--- src/rtl/vga_vram_arbiter_pkg.sv ---
// Shared definitions for the VGA video-RAM arbiter: slot states and default geometry.
// RAM addresses are always formed as {row, col}, with row in the upper bits.
package vga_vram_arbiter_pkg;

   localparam int DEF_X_WIDTH    = 8;
   localparam int DEF_Y_WIDTH    = 8;
   localparam int DEF_DATA_WIDTH = 3;
   localparam int DEF_FIFO_AW    = 2;

   typedef enum logic [1:0] {
      ST_RESET   = 2'd0,
      ST_BLANK   = 2'd1,
      ST_DISP_RD = 2'd2,
      ST_DISP_WR = 2'd3
   } vram_state_t;

   // Slots in which a buffered CPU write may be issued to the RAM.
   function automatic logic is_write_slot(input vram_state_t s);
      return (s == ST_BLANK) || (s == ST_DISP_WR);
   endfunction

endpackage

--- src/rtl/vga_wr_fifo.sv ---
// Small write-buffer FIFO for CPU pixel writes; head word is visible combinationally.
// Full/empty are judged on the pre-edge level, so a push while full is refused even with a pop.
module vga_wr_fifo #(
   parameter int WIDTH = 19,
   parameter int AW    = 2
) (
   input  logic             i_clk,
   input  logic             i_rst_n,
   input  logic             i_push,
   input  logic [WIDTH-1:0] i_wdata,
   input  logic             i_pop,
   output logic [WIDTH-1:0] o_rdata,
   output logic             o_full,
   output logic             o_empty,
   output logic [AW:0]      o_level
);

   localparam int          DEPTH    = 1 << AW;
   localparam logic [AW:0] LVL_FULL = (AW+1)'(DEPTH);

   logic [WIDTH-1:0] r_mem [DEPTH];
   logic [AW-1:0]    r_wr_ptr;
   logic [AW-1:0]    r_rd_ptr;
   logic [AW:0]      r_level;
   logic             w_push_ok;
   logic             w_pop_ok;

   assign o_full    = (r_level == LVL_FULL);
   assign o_empty   = (r_level == '0);
   assign o_level   = r_level;
   assign o_rdata   = r_mem[r_rd_ptr];
   assign w_push_ok = i_push && !o_full;
   assign w_pop_ok  = i_pop && !o_empty;

   // Storage is deliberately not reset; the level counter alone defines validity.
   always_ff @(posedge i_clk) begin
      if (w_push_ok) begin
         r_mem[r_wr_ptr] <= i_wdata;
      end
   end

   always_ff @(posedge i_clk or negedge i_rst_n) begin
      if (!i_rst_n) begin
         r_wr_ptr <= '0;
         r_rd_ptr <= '0;
         r_level  <= '0;
      end else begin
         if (w_push_ok) begin
            r_wr_ptr <= r_wr_ptr + AW'(1);
         end
         if (w_pop_ok) begin
            r_rd_ptr <= r_rd_ptr + AW'(1);
         end
         case ({w_push_ok, w_pop_ok})
            2'b10:   r_level <= r_level + (AW+1)'(1);
            2'b01:   r_level <= r_level - (AW+1)'(1);
            default: r_level <= r_level;
         endcase
      end
   end

endmodule

--- src/rtl/vga_vram_arbiter.sv ---
// Arbitrates a single-port video RAM between the VGA read path and buffered CPU writes.
// Display reads own every other cycle of active video; writes use the remaining slots.
module vga_vram_arbiter
   import vga_vram_arbiter_pkg::*;
#(
   parameter int X_WIDTH    = DEF_X_WIDTH,
   parameter int Y_WIDTH    = DEF_Y_WIDTH,
   parameter int DATA_WIDTH = DEF_DATA_WIDTH,
   parameter int FIFO_AW    = DEF_FIFO_AW
) (
   input  logic                       i_clk,
   input  logic                       i_rst_n,
   input  logic                       i_display,
   input  logic [X_WIDTH-1:0]         i_col,
   input  logic [Y_WIDTH-1:0]         i_row,
   output logic [DATA_WIDTH-1:0]      o_pixel,
   output logic                       o_pixel_valid,
   input  logic                       i_wr_req,
   input  logic [X_WIDTH-1:0]         i_wr_col,
   input  logic [Y_WIDTH-1:0]         i_wr_row,
   input  logic [DATA_WIDTH-1:0]      i_wr_data,
   output logic                       o_wr_ack,
   output logic                       o_wr_full,
   output logic [FIFO_AW:0]           o_fifo_level,
   output logic [X_WIDTH+Y_WIDTH-1:0] o_mem_addr,
   output logic                       o_mem_we,
   output logic [DATA_WIDTH-1:0]      o_mem_wdata,
   input  logic [DATA_WIDTH-1:0]      i_mem_rdata
);

   localparam int MA_W = X_WIDTH + Y_WIDTH;
   localparam int FW   = MA_W + DATA_WIDTH;

   vram_state_t         r_state;
   vram_state_t         w_state_next;

   logic [FW-1:0]       w_push_word;
   logic [FW-1:0]       w_head;
   logic                w_fifo_full;
   logic                w_fifo_empty;
   logic                w_pop;
   logic [MA_W-1:0]     w_mem_addr;
   logic                w_mem_we;
   logic [MA_W-1:0]     r_addr_hold;

   logic                r_rd_tag;
   logic                r_pixel_valid;
   logic [DATA_WIDTH-1:0] r_pixel;
   logic                r_wr_ack;

   // FIFO word layout: {row, col, data} so the address slice is already in RAM order.
   assign w_push_word = {i_wr_row, i_wr_col, i_wr_data};

   vga_wr_fifo #(
      .WIDTH (FW),
      .AW    (FIFO_AW)
   ) u_wr_fifo (
      .i_clk   (i_clk),
      .i_rst_n (i_rst_n),
      .i_push  (i_wr_req),
      .i_wdata (w_push_word),
      .i_pop   (w_pop),
      .o_rdata (w_head),
      .o_full  (w_fifo_full),
      .o_empty (w_fifo_empty),
      .o_level (o_fifo_level)
   );

   always_ff @(posedge i_clk or negedge i_rst_n) begin
      if (!i_rst_n) begin
         r_state <= ST_RESET;
      end else begin
         r_state <= w_state_next;
      end
   end

   always_comb begin
      w_state_next = r_state;
      w_mem_addr   = r_addr_hold;
      w_mem_we     = 1'b0;
      w_pop        = 1'b0;
      case (r_state)
         ST_RESET: begin
            w_state_next = ST_BLANK;
            w_mem_addr   = '0;
         end
         ST_BLANK: begin
            if (i_display) begin
               w_state_next = ST_DISP_RD;
            end
         end
         ST_DISP_RD: begin
            w_state_next = ST_DISP_WR;
            w_mem_addr   = {i_row, i_col};
         end
         ST_DISP_WR: begin
            w_state_next = i_display ? ST_DISP_RD : ST_BLANK;
         end
         default: begin
            w_state_next = ST_RESET;
            w_mem_addr   = '0;
         end
      endcase
      if (is_write_slot(r_state) && !w_fifo_empty) begin
         w_mem_we   = 1'b1;
         w_pop      = 1'b1;
         w_mem_addr = w_head[FW-1:DATA_WIDTH];
      end
   end

   assign o_mem_addr  = w_mem_addr;
   assign o_mem_we    = w_mem_we;
   assign o_mem_wdata = w_head[DATA_WIDTH-1:0];

   // The address register lets an idle write slot keep the bus quiet instead of toggling.
   always_ff @(posedge i_clk or negedge i_rst_n) begin
      if (!i_rst_n) begin
         r_addr_hold <= '0;
      end else begin
         r_addr_hold <= w_mem_addr;
      end
   end

   // Read tag follows the issuing slot; RAM data lands one cycle later.
   always_ff @(posedge i_clk or negedge i_rst_n) begin
      if (!i_rst_n) begin
         r_rd_tag      <= 1'b0;
         r_pixel_valid <= 1'b0;
         r_pixel       <= '0;
         r_wr_ack      <= 1'b0;
      end else begin
         r_rd_tag      <= (r_state == ST_DISP_RD);
         r_pixel_valid <= r_rd_tag;
         if (r_rd_tag) begin
            r_pixel <= i_mem_rdata;
         end
         r_wr_ack      <= i_wr_req && !w_fifo_full;
      end
   end

   assign o_pixel       = r_pixel;
   assign o_pixel_valid = r_pixel_valid;
   assign o_wr_ack      = r_wr_ack;
   assign o_wr_full     = w_fifo_full;

endmodule

--- config.mk ---
export PLATFORM = sky130hd
export DESIGN_NAME = vga_vram_arbiter
export DESIGN_NICKNAME = d
export VERILOG_FILES = /design/src/rtl/vga_vram_arbiter_pkg.sv /design/src/rtl/vga_wr_fifo.sv /design/src/rtl/vga_vram_arbiter.sv
export SDC_FILE = /design/constraint.sdc
export NUM_CORES = 1
export LEC_CHECK = 0
export CAP_MARGIN = 10
export CELL_PAD_IN_SITES_DETAIL_PLACEMENT = 1
export CELL_PAD_IN_SITES_GLOBAL_PLACEMENT = 1
export CORE_MARGIN = 2
export CORE_UTILIZATION = 44
export CTS_CLUSTER_SIZE = 20
export DETAILED_ROUTE_END_ITERATION = 7
export PLACE_DENSITY_LB_ADDON = 0.1
export SETUP_SLACK_MARGIN = 0.5
export SYNTH_ARGS = -nofsm -noshare
export SYNTH_HDL_FRONTEND = slang
export SYNTH_SLANG_ARGS = --single-unit
--- constraint.sdc ---
create_clock -name i_clk -period 2.4 [get_ports i_clk]
set_input_delay 0.6 -clock i_clk [delete_from_list [all_inputs] [get_ports i_clk]]
set_output_delay 0.6 -clock i_clk [all_outputs]
set_load 0.01 [all_outputs]
## Yosys cells after proc, flatten, opt, wreduce, memory -nomap -nowiden

Memory sizes are Yosys's and may differ from the RTL's.
Cells that the tools add are included.

- Register bits: 31
- Bits in writable memories: 76
- Bits of input ports: 42
- Output and inout port bits: 29
- Word-level logic and storage cells: 39
- Memories kept: 1

- Add/subtract/negate cells: 4
- Eq/ne operators: 7
- Muxes and demuxes: 9
- Reductions and logical operators: 9

Memories:

| memory | words | bits a word | read ports | clocked after memory_dff | write ports | RTL line | text |
|---|---|---|---|---|---|---|---|
| u_wr_fifo.r_mem | 4 | 19 | 1 | 0 | 1 | vga_wr_fifo.sv:21 | `logic [WIDTH-1:0] r_mem [DEPTH];` |

Operators with widths:

| cell | count |
|---|---|
| 16-bit case mux with 2 select lines | 1 |
| 16-bit 2-to-1 mux | 1 |
| 2-bit case mux with 4 select lines | 1 |
| 2-bit == test, second input constant | 3 |
| 3-bit case mux with 2 select lines | 1 |
| 2-bit by 1-bit adder with 2-bit output, second input constant | 2 |
| 2-bit by 1-bit == test with 1-bit output, second input constant | 2 |
| 2-bit 2-to-1 mux | 2 |
| 3-bit by 1-bit adder with 3-bit output, second input constant | 1 |
| 3-bit == test, second input constant | 1 |
| 1-bit logical AND | 3 |
| 3-bit logical NOT | 1 |
| 1-bit 2-to-1 mux | 3 |
| 3-bit by 1-bit subtractor with 3-bit output, second input constant | 1 |
| 1-bit logical NOT | 2 |
| 2-bit logical NOT | 1 |
| 2-bit inequality test, second input constant | 1 |
| 2-bit nonzero test | 1 |
| 1-bit logical OR | 1 |

## Longest topological paths before layout

Gate-level depths: netlist of the first run.

- Word-level depth: 7
- Depth in mapped cells: 9
- Depth with buffers taken out: 8

## Cells and area by module

A second synthesis of the first run with hierarchy kept.

- Cells, all modules: 206
- Area total of the unflattened synthesis: 4,270.3 um^2

By module, submodules not included:

| module | instances | cells each | area each (um^2) | sequential area each (um^2) |
|---|---|---|---|---|
| vga_wr_fifo | 1 | 136 | 3,185.6 | 2,457.4 |
| vga_vram_arbiter | 1 | 70 | 1,084.8 | 600.6 |

## Worst setup path before layout of the first run

No wires, ideal clock.

- Path type: register -> register
- From: reg u_wr_fifo.r_level[1] (netlist: u_wr_fifo.o_level[1])
- To: reg u_wr_fifo.r_level[2] (netlist: u_wr_fifo.o_level[2])
- Library setup time: 0.128 ns
- Arrival: 1.998 ns
- Required time: 2.272 ns
- Path slack: 0.274 ns
- Stages on the path, launching flop included: 9
- Path buffers: 2
- Clock period less this slack: 2.126 ns
- Path through: dfrtp_1 -> o31a_1 -> buf_2 -> buf_2 -> ha_1 -> fa_1 -> xnor2_1 -> nor2_1 -> xor2_1

- Longest elaborated chain between the ends: 7
- Elaborated cells between the ends (all ways): 14
- Those cells by class: 2 x add/sub; 3 x eq/ne; 2 x mux; 7 x reduce/logical

Ends and longest elaborated chain:

| what | RTL line | text |
|---|---|---|
| from (decl) | vga_wr_fifo.sv:24 | `logic [AW:0] r_level;` |
| from (signal assigned) | vga_wr_fifo.sv:55 | `2'b10: r_level <= r_level + (AW+1)'(1);` |
| from (signal assigned) | vga_wr_fifo.sv:56 | `2'b01: r_level <= r_level - (AW+1)'(1);` |
| from (signal assigned) | vga_wr_fifo.sv:57 | `default: r_level <= r_level;` |
| 3-bit logical NOT * | vga_wr_fifo.sv:29 | `assign o_empty = (r_level == '0);` |
| 1-bit logical NOT * | vga_wr_fifo.sv:33, vga_vram_arbiter.sv:104 |  |
| 1-bit logical AND | vga_vram_arbiter.sv:104 | `if (is_write_slot(r_state) && !w_fifo_empty) begin` |
| 1-bit 2-to-1 mux | vga_vram_arbiter.sv:104 |  |
| 1-bit logical AND * | vga_wr_fifo.sv:33 | `assign w_pop_ok = i_pop && !o_empty;` |
| net u_wr_fifo.w_pop_ok | vga_wr_fifo.sv:26 | `logic w_pop_ok;` |
| 2-bit by 1-bit == test with 1-bit output / 2-bit == test (equally long branches) | vga_wr_fifo.sv:54 | `case ({w_push_ok, w_pop_ok})` |
| 3-bit case mux with 2 select lines / 2-bit nonzero test (equally long branches) | n/a |  |

Mark *: on every way through the listed nets, which the timed path passes. The rest lies on a longest branch.
A chain may end at the register's enable or synchronous reset.

## Final worst setup path of the first run

- From: reg u_wr_fifo.r_rd_ptr[0]
- To: out o_mem_addr[5]

- Longest elaborated chain between the ends: 2

Ends and longest elaborated chain:

| what | RTL line | text |
|---|---|---|
| from (decl) | vga_wr_fifo.sv:23 | `logic [AW-1:0] r_rd_ptr;` |
| from (signal assigned) | vga_wr_fifo.sv:52 | `r_rd_ptr <= r_rd_ptr + AW'(1);` |
| memory 4 x 19 bit | n/a |  |
| 16-bit 2-to-1 mux | vga_vram_arbiter.sv:104 |  |
| to (decl) | vga_vram_arbiter.sv:25 | `output logic [X_WIDTH+Y_WIDTH-1:0] o_mem_addr,` |

Every way passes these cells.

==> results of run 1 <==
[worst paths after layout]
check                                                     to  cells after the start                               from  slack, ns
hold / removal                       o_pixel_valid$_DFF_PN0_                      0                 r_rd_tag$_DFF_PN0_       0.47
max in group asynchronous  u_wr_fifo.r_rd_ptr[0]$_DFFE_PN0P_                      2                            i_rst_n       1.42
min in group asynchronous           r_addr_hold[5]$_DFF_PN0_                      2                            i_rst_n       0.64
setup / recovery                               o_mem_addr[5]                      6  u_wr_fifo.r_rd_ptr[0]$_DFFE_PN0P_      -0.06
hold reg to reg                      o_pixel_valid$_DFF_PN0_                      0                 r_rd_tag$_DFF_PN0_       0.47
setup reg to reg            u_wr_fifo.o_level[2]$_DFFE_PN0P_                      9   u_wr_fifo.o_level[2]$_DFFE_PN0P_       0.11
[sequential cells by signal (all words and copies together), names as in the netlist]
register            flops
u_wr_fifo.r_mem        76
r_addr_hold            16
o_pixel                 3
u_wr_fifo.o_level       3
r_state                 2
u_wr_fifo.r_rd_ptr      2
u_wr_fifo.r_wr_ptr      2
o_pixel_valid           1
o_wr_ack                1
r_rd_tag                1
[worst max-delay path: cells and delay by family, from the launching register on]
kind            cells  cell delay [ns]
simple gates        1             0.09
mux                 1             0.52
buf+inv             3             0.37
compound gates      1             0.06
flops               1             0.46
[kinds of logic after synthesis]
family                   synth area share
multiplexers                        0.119
flip-flops                          0.741
adder cells (fa/ha/maj)            0.0200
AO/OA/AOI/OAI                      0.0527
buffers and inverters              0.0239
AND/OR/NAND/NOR                    0.0309
XOR/XNOR                           0.0127
[stage by stage]
stage                     instances  area (um2)  power, uW  setup slack (ns)  utilization
after floorplan                 220        4160       4020             0.443            -
after detailed placement        412        5120       5180            -0.147        0.559
after global placement          412        5120       5120            -0.125        0.559
after global routing            449        5570       7000            -0.129        0.609
after CTS                       436        5360       6340           -0.0496        0.586
final                           449        5570       6610           -0.0648        0.609
[synthesized netlist by cell type]
master,n
mux2_2,4
fa_1,1
and2_1,4
nor2_1,1
mux2_4,1
o31a_1,2
mux4_2,18
o21ai_0,1
inv_1,3
buf_6,3
dfrtp_1,31
buf_4,2
xnor2_1,4
a22oi_1,16
nand2_1,18
mux4_1,1
ha_1,5
edfxtp_1,76
nor2b_1,2
buf_1,1
buf_2,7
nor3b_2,1
nand2b_1,1
o21ai_1,15
xor2_1,2
[power groups by stage]
stage | registers, uW | clock network, uW | logic (uW)
after CTS | 2650 | 1100 | 2590
after global placement | 2650 | 0 | 2460
final | 2650 | 1070 | 2880
after floorplan | 2680 | 0 | 1330
after global routing | 2690 | 1170 | 3140
after detailed placement | 2680 | 0 | 2500
[metal layers]
layer,vias to the layer above,share of wire
met4,0,0.011
met1,1230,0.43
met2,43,0.53
met5,-,0
li1,1078,-
met3,8,0.025
[final cells by class]
type	count	area share
multi-input cells	97	0.192
clock buffers	11	0.0274
clock inverters	5	0.00741
flip-flops and latches	107	0.550
repair buffers	115	0.196
inverters	3	0.00202
well taps	111	0.0249
[timing repair]
item / CTS / global route
setup endpoints to repair: 26 / 24
setup buffers: 6 / 13
pin swaps: 9 / 12
gates resized for setup: 107 / 35
gates cloned: 2 / 0
hold buffers: 0 / 0
==> summary.md, run 1 <==
| Metric | Value |
|---|---|
| Vias in the first global route | 2543 |
| CP max stage delay | 0.52 ns |
| Most frequent cells in the layout | edfxtp_1, clkdlybuf4s50_1, dfrtp_1 |
| DR pass1 iterations | 4 |
| Netlist cell types | 25 |
| Clock Latency Late Sink | 0.36 ns |
| # IOs | just over 70 |
| CORE AREA | 9150 um2 |
| Die Y | 101 um |
| Worst hold-check path type | reg2reg |
| Syn Area/Cell | 18.8 um2 |
| Routed Antenna Nets | 0 |
| Drt drc | 0 |
| Slew Viols, Final | 0 |
| Main area contributors after synthesis | edfxtp_1, dfrtp_1, mux4_2 |
| DR vias/cell | 5.25 |
| Synth top area share | 0.553 |
| Most used routing layer | met2 |
| Maxcap violations | 0 |
| CP Launch Type | flip-flop |
| Final nets | 381 |
| Final period util | 1.03 |
| Failing checks | setup timing |
| Sequential element share of the synthesized area | 0.741 |
| Final hold vios | 0 |
| Comb power frac | 0.437 |
| Met1 GRT Util | 0.248 |
| First-pass GRT wire length | 13600 um |
| Clock skew | between 0.015 and 0.02 ns |
| Internal | 4510 uW |
| Clock-pin slew on the worst setup and hold paths | about 0.10 ns |
| P_leak | 0.00212 uW |
| CP Cell Sequence | buf_6, buf_16, mux4_2, nand2_2, o21ai_2, buf_2 |
| Initial antenna violation count | 0 |
| Most common cell after layout, fill and taps aside | edfxtp_1 |
| Post-Synthesis Cells | 220 |
| Via Count | between 2000 and 2500 |
| Final worst slack | -0.0648 ns |
| Status | finished with violations |
| N_diodes | 0 |
| Num CTS Buffers | 9 |
| Sw frac | 0.318 |
| Routability cong. | 0.743 |
| Slowest cell on crit path | mux4_2 |
| Die Wd | 101 um |
| Met3 Use GR | 0.0257 |
| WP data required | 1.80 ns |
| Actual slew at the worst max-slew pin | 0.434 ns |
| Total congestion overflow | 0 |
| VDD IR max | 0.000456 V |
| Pwr dens | 1190 nW/um2 |
| Core Rows | 35 |
| Root buffer cell | clkbuf_8 |
| Psw | 2100 uW |
| Flops & latches, synth | 107 |
| DR iter-0 viols | between 90 and 100 |
| M2 GR Usage | 0.299 |
| CTS tree | done |
| Critical path type | reg2out |
| WL/cell | 20.2 um |
| Clk sink count | 107 |
| Die Area | 10200 um2 |
| Filler Cell Count | 845 |
| Cell taking the most area after synthesis | edfxtp_1 |
| Final min period | 2.46 ns |
| Final setup vio count | 11 |
| Initial Util | 0.451 |
| Relative slew margins | 0.711 |
| Post-Syn Area | about 4100 um2 |
| FF/Latch Area | just over 3000 um2 |
| Critical Path Sink Type | primary output |
| Reg power frac | 0.402 |
| Setup TNS | -0.222 ns |
| Multi-input logic area | 1070 um2 |
| Port bufs | 70 |
| Tot GR Track Use | 0.181 |
| Fmax | 0.406 GHz |
| Final Hold Slack | roughly 0.47 ns |
| CTS Buffer Depth | 2 |
| Area delta synth->final | 34.9% |
| Post-synth net total | 268 |
| Synth warn | 0 |
| Largest net degree at the start of global routing | 32 |
| Critical path arrival | roughly 1.9 ns |
| Clock power frac | 0.161 |
| Final wirelength | 9050 um |
| DP HPWL | 5620 um |
| Fraction of layout cells with a size suffix above 1 | 0.399 |
| RSZ-0062 raised after global routing | yes |
| Critical Path Fanout Max | 4 |
| CTS H-tree depth | 3 |
No activity file was read; power rests on OpenSTA's default activity.
==> inputs of run 2 (changes only) <==
--- a/config.mk
+++ b/config.mk
@@ -6,4 +6,5 @@
 export NUM_CORES = 1
 export LEC_CHECK = 0
+export ABC_CLOCK_PERIOD_IN_PS = 2400
 export CAP_MARGIN = 10
 export CELL_PAD_IN_SITES_DETAIL_PLACEMENT = 1
==> constraint.sdc (replaced) <==
create_clock -name i_clk -period 2.4 [get_ports i_clk]
set_input_delay 0.6 -clock i_clk [delete_from_list [all_inputs] [get_ports i_clk]]
set_output_delay 0.6 -clock i_clk [all_outputs]
set_load 0.1 [all_outputs]
==> run 2 against run 1 <==
  * The run still ends with setup timing left
  * Flip-flop and latch count unchanged
  * Clock skew down 0.0031 ns
  * Die area unchanged
  * Worst hold slack worse by 0.018 ns
  * Critical path depth unchanged
  * Sequential share of layout area down 3.9 points
  * Critical path type unchanged
  * Highest routed layer unchanged
==> summary.md, run 2 (same netlist as run 1, synthesis figures left out) <==
| Metric | Value |
|---|---|
| WL/cell | 21.1 um |
| Final nets | roughly 370 |
| Core Rows | 35 |
| Tot GR Track Use | 0.186 |
| Placement Setup Slack | 0.0181 ns |
| Met3 routed WL | between 400 and 500 um |
| Routability cong. | 0.718 |
| Critical path arrival | 1.96 ns |
| Clock skew | 0.0141 ns |
| Initial antenna violation count | 0 |
| Port bufs | 70 |
| DR pass1 iterations | 4 |
| DR iter-0 viols | roughly 120 |
| Most frequent cells in the layout | edfxtp_1, clkdlybuf4s50_1, buf_12 |
| Critical path type | reg2out |
| CORE AREA | 9150 um2 |
| Via Count | approximately 2400 |
| N_diodes | 0 |
| Actual slew at the worst max-slew pin | 0.407 ns |
| Max reg flops | 76 |
| Top Metal Used | met4 |
| CTS Buffer Depth | 2 |
| Die Y | 101 um |
| Largest registers | u_wr_fifo.r_mem x76, r_addr_hold x16 |
| Final wirelength | 9260 um |
| Clk sink count | 107 |
| WP data required | 1.80 ns |
| Routed wire length on met2 | about 4500 um |
| Slew Viols, Final | 0 |
| DP HPWL | approximately 5500 um |
| DR vias/cell | 5.38 |
| Fraction of layout cells with a size suffix above 1 | 0.460 |
| Clock Latency Late Sink | between 0.3 and 0.4 ns |
| RSZ-0062 raised after global routing | yes |
| Critical Path Sink Type | primary output |
| First-pass GRT wire length | 13800 um |
| Die Wd | 101 um |
| Maxcap violations | 0 |
| Critical Path Fanout Max | 6 |
| Area delta synth->final | 45.5% |
| Hold buffers post-CTS | 0 |
| Root buffer cell | clkbuf_8 |
| Num CTS Buffers | 9 |
| Largest net degree at the start of global routing | 32 |
| CTS H-tree depth | 3 |
| Failing checks | setup timing |
| Vias in the first global route | ~2500 |
| Final hold vios | 0 |
| CTS tree | done |
| Final period util | 1.07 |
| Final worst slack | -0.157 ns |
| Fmax | 0.391 GHz |
| Filler Cell Count | around 760 |
| Metal-1 WL | 4220 um |
| Status | finished with violations |
| Die Area | 10200 um2 |
| Largest Register | u_wr_fifo.r_mem |
| Routed Antenna Nets | 0 |
| Relative slew margins | 0.729 |
| Drt drc | 0 |
| Initial Util | 0.451 |
| CP Launch Type | flip-flop |
| Final setup vio count | 18 |
| Total congestion overflow | 0 |
| Clock-pin slew on the worst setup and hold paths | 0.11 ns |
| Most common cell after layout, fill and taps aside | edfxtp_1 |
| # IOs | 71 |
| Final min period | 2.56 ns |
| Worst hold-check path type | reg2reg |
==> run 2: cell types whose count changed in the layout (fill, tap and decap cells not counted), moves of 4 or more <==
| cell | delta |
|---|---|
| nand2_1 | -5 |
| o21ai_4 | +16 |
| buf_12 | +25 |
| and2_1 | -4 |
| o21ai_2 | -10 |
| nand2_2 | +5 |
| buf_6 | -13 |
| clkdlybuf4s50_1 | -4 |
| buf_2 | -18 |
| o21ai_1 | -6 |
==> run 2: routing by layer <==
metal	global-route usage	up-vias
li1	-	1060
met1	0.260	1220
met2	0.298	75
met3	0.0402	7
met4	0.0527	0
met5	0	-
==> run 2: critical path, stage by stage, from the launching register on <==
cell and delay [ns]:
dfrtp_2 0.40, buf_12 0.15, buf_12 0.13, mux4_2 0.54, nand2_2 0.12, o21ai_4 0.07, buf_12 0.18
==> run 2: stage by stage <==
step                      utilization  instance area [um2]  std cells  hold WS [ns]  setup TNS [ns]
after floorplan                     -                 4380        220         0.304           -3.72
after global placement          0.598                 5470        400         0.448               0
after detailed placement        0.598                 5470        400         0.442               0
after CTS                       0.641                 5860        427         0.452           -1.81
after global routing            0.657                 6010        439         0.491           -2.94
final                           0.657                 6010        439         0.455           -1.94
==> run 2: final timing paths <==
kind / end / from / slack [ns] / cells after the start
worst min-delay path: o_pixel_valid$_DFF_PN0_ / r_rd_tag$_DFF_PN0_ / 0.46 / 0
max in group asynchronous: u_wr_fifo.o_level[0]$_DFFE_PN0P_ / i_rst_n / 1.45 / 2
worst max register to register: u_wr_fifo.o_level[2]$_DFFE_PN0P_ / u_wr_fifo.o_level[2]$_DFFE_PN0P_ / 0.19 / 8
worst max-delay path: o_mem_addr[0] / u_wr_fifo.r_rd_ptr[0]$_DFFE_PN0P_ / -0.16 / 6
min in group asynchronous: r_addr_hold[2]$_DFF_PN0_ / i_rst_n / 0.62 / 2
worst min register to register: o_pixel_valid$_DFF_PN0_ / r_rd_tag$_DFF_PN0_ / 0.46 / 0
==> run 2: area by class of cell <==
type	count	area [um2]	area share
clock inverter	6	46.3	0.00770
tap	111	139	0.0231
multi-input combinational	97	1250	0.208
timing repair buffer	105	1370	0.227
sequential	107	3070	0.511
inverter	3	11.3	0.00187
clock buffer	10	128	0.0212
==> run 2: repair_timing <==
action | CTS | global route
gates resized for setup | 21 | 12
pin swaps | 6 | 16
endpoints found under the setup margin | 23 | 63
hold endpoints to repair | 0 | 0
buffers inserted | 7 | 11
cloned | 4 | 1
Power of run 2 is not shown: default switching activity piles up to over one toggle a cycle in this logic, so the estimate is an artifact.
==> inputs of run 3 (changes only) <==
Settings changed: PLACE_DENSITY set to 0.84, PLACE_DENSITY_LB_ADDON 0.1 to not set.
==> run 3 against run 2 <==
  * The run still ends with setup timing left
  * Routed wire length increased by 7.3%
  * Via count increased by 0.38%
  * Global-route usage increased by 1.1 points
  * Sequential share of layout area increased by 0.63 points
  * Non-clock buffer count decreased by 7
  * First-iteration DRC count decreased by 26%
  * Cell area decreased by 1.2%
  * Largest cell class unchanged
==> summary.md, run 3 (same netlist as run 1, synthesis figures left out) <==
| Metric | Value |
|---|---|
| Clk sink count | 107 |
| Clock skew | roughly 0.0099 ns |
| CORE AREA | 9150 um2 |
| Area delta synth->final | 43.7% |
| Stages on worst setup path | 6 |
| Final nets | 364 |
| Worst R2R Start | u_wr_fifo.o_level[1]$_DFFE_PN0P_ |
| RSZ-0062 raised after global routing | yes |
| HP Start | r_rd_tag$_DFF_PN0_ |
| Slew Viols, Final | 0 |
| Buf/Inv on CP | 3 |
| Clock-pin slew on the worst setup and hold paths | 0.10 ns |
| Critical path arrival | 1.94 ns |
| DP HPWL | 6200 um |
| Die Area | 10200 um2 |
| Critical Path Sink Type | primary output |
| Drt drc | 0 |
| Hold Path Depth | 0 |
| Most common cell after layout, fill and taps aside | edfxtp_1 |
| CTS Buffer Depth | 2 |
| Most used routing layer | met2 |
| CTS H-tree depth | 3 |
| Fraction of layout cells with a size suffix above 1 | 0.449 |
| Min-Delay Endpoint | o_pixel_valid$_DFF_PN0_ |
| Clock Latency Late Sink | about 0.36 ns |
| Critical Path Fanout Max | 5 |
| Crit path max-delay family | multiplexers |
| Total congestion overflow | 0 |
| Initial antenna violation count | 0 |
| Multi-input logic area | 1250 um2 |
| Failing checks | setup timing |
| CP Launch Type | flip-flop |
| Relative slew margins | 0.727 |
| Critical path type | reg2out |
| Final hold vios | 0 |
| # IOs | 71 |
| Final setup vio count | 19 |
| Actual slew at the worst max-slew pin | 0.409 ns |
| Max reg flops | 76 |
| Final worst slack | -0.144 ns |
| Most frequent cells in the layout | edfxtp_1, clkdlybuf4s50_1, dfrtp_1 |
| DR iter-0 viols | 91 |
| Largest registers | u_wr_fifo.r_mem x76, r_addr_hold x16 |
| Vias in the first global route | 2547 |
| Core Rows | 35 |
| Fmax | 0.393 GHz |
| Maxcap violations | 0 |
| Tot GR Track Use | 0.197 |
| Status | finished with violations |
| DR pass1 iterations | 4 |
| FF/Latch Area | 3070 um2 |
| Final wirelength | 9930 um |
| Worst R2R Path Depth | 7 |
| Met3 Use GR | 0.0499 |
| WL/cell | 23.0 um |
| M2 GR Usage | 0.347 |
| N_diodes | 0 |
| Root buffer cell | clkbuf_8 |
| Via Count | 2371 |
| CP Cell Sequence | buf_6, clkbuf_16, mux4_2, nand2_2, o21ai_4, buf_12 |
| CTS tree | done |
| CP max stage delay | 0.52 ns |
| Final min period | 2.54 ns |
| Largest Register | u_wr_fifo.r_mem |
| Final Hold Slack | 0.488 ns |
| Filler Cell Count | slightly below 800 |
| Initial Util | 0.451 |
| R2R setup slack | around 0.15 ns |
| Die Y | 101 um |
| Final period util | 1.06 |
| DR vias/cell | 5.49 |
| Largest net degree at the start of global routing | 32 |
| Num CTS Buffers | 9 |
| Die Wd | a little over 100 um |
| R2R Path End | u_wr_fifo.o_level[2]$_DFFE_PN0P_ |
| WP data required | approximately 1.8 ns |
| Worst hold-check path type | reg2reg |
| Met1 GRT Util | 0.245 |
| Routability cong. | 0.727 |
| Port bufs | 70 |
| Slowest cell on crit path | mux4_2 |
| First-pass GRT wire length | approximately 15000 um |
| Routed Antenna Nets | 0 |
==> run 3: changes by cell type in the layout (fill, tap and decap cells not counted), sizes merged <==
cell	previous run	this run
buf	63	56
clkbuf	11	10
clkinv	1	3
clkinvlp	2	0
inv	6	7
==> run 3: worst reg2reg max path: stages (launching register included) <==
cell,delay [ns]
dfrtp_4,0.50
o31a_4,0.42
buf_8,0.17
ha_4,0.18
fa_2,0.40
xnor2_2,0.15
nor2_2,0.15
xor2_1,0.19
==> run 3: through the flow <==
stage / instance area, um2 / cells / TNS (ns) / util / setup WS, ns
floorplan: 4380 / 220 / -3.72 / - / -0.395
global route: 5930 / 432 / -3.25 / 0.648 / -0.206
finish: 5930 / 432 / -2.10 / 0.648 / -0.144
CTS: 5820 / 425 / -1.62 / 0.636 / -0.120
detailed placement: 5460 / 400 / -0.119 / 0.596 / -0.112
global placement: 5460 / 400 / 0 / 0.596 / 0.0582
==> run 3: timing repair <==
| action | 4_1_cts | 5_1_grt |
|---|---|---|
| gates resized for setup | 23 | 12 |
| gates cloned | 2 | 1 |
| hold endpoints to repair | 0 | 0 |
| endpoints found under the setup margin | 23 | 44 |
| pin swaps | 12 | 14 |
| hold buffers | 0 | 0 |
| setup buffers | 7 | 6 |
==> run 3: area by class of cell <==
| class | count | share of cell area |
|---|---|---|
| sequential | 107 | 0.517 |
| clock buffer | 9 | 0.0209 |
| clock inverter | 7 | 0.00970 |
| multi-input combinational | 97 | 0.211 |
| timing repair buffer | 98 | 0.216 |
| tap | 111 | 0.0234 |
| inverter | 3 | 0.00190 |
==> run 3: routing by layer <==
layer,wire (um),vias to the layer above,share of wire
met5,0,-,0
met4,144,0,0.014
met3,465,11,0.047
met2,5310,71,0.53
met1,4010,1242,0.40
li1,-,1047,-
==> run 3: worst max path at each step <==
stage | start | end | slack, ns
floorplan | u_wr_fifo.o_level[0]$_DFFE_PN0P_ | u_wr_fifo.o_level[1]$_DFFE_PN0P_ | -0.40
global placement | i_wr_req | u_wr_fifo.o_level[2]$_DFFE_PN0P_ | 0.06
detailed placement | i_wr_req | u_wr_fifo.o_level[2]$_DFFE_PN0P_ | -0.11
CTS | u_wr_fifo.r_rd_ptr[0]$_DFFE_PN0P_ | o_mem_addr[9] | -0.12
global route | u_wr_fifo.r_rd_ptr[0]$_DFFE_PN0P_ | o_mem_addr[9] | -0.21
finish | u_wr_fifo.r_rd_ptr[0]$_DFFE_PN0P_ | o_mem_addr[15] | -0.14
Power of run 3 is left out for the same reason.
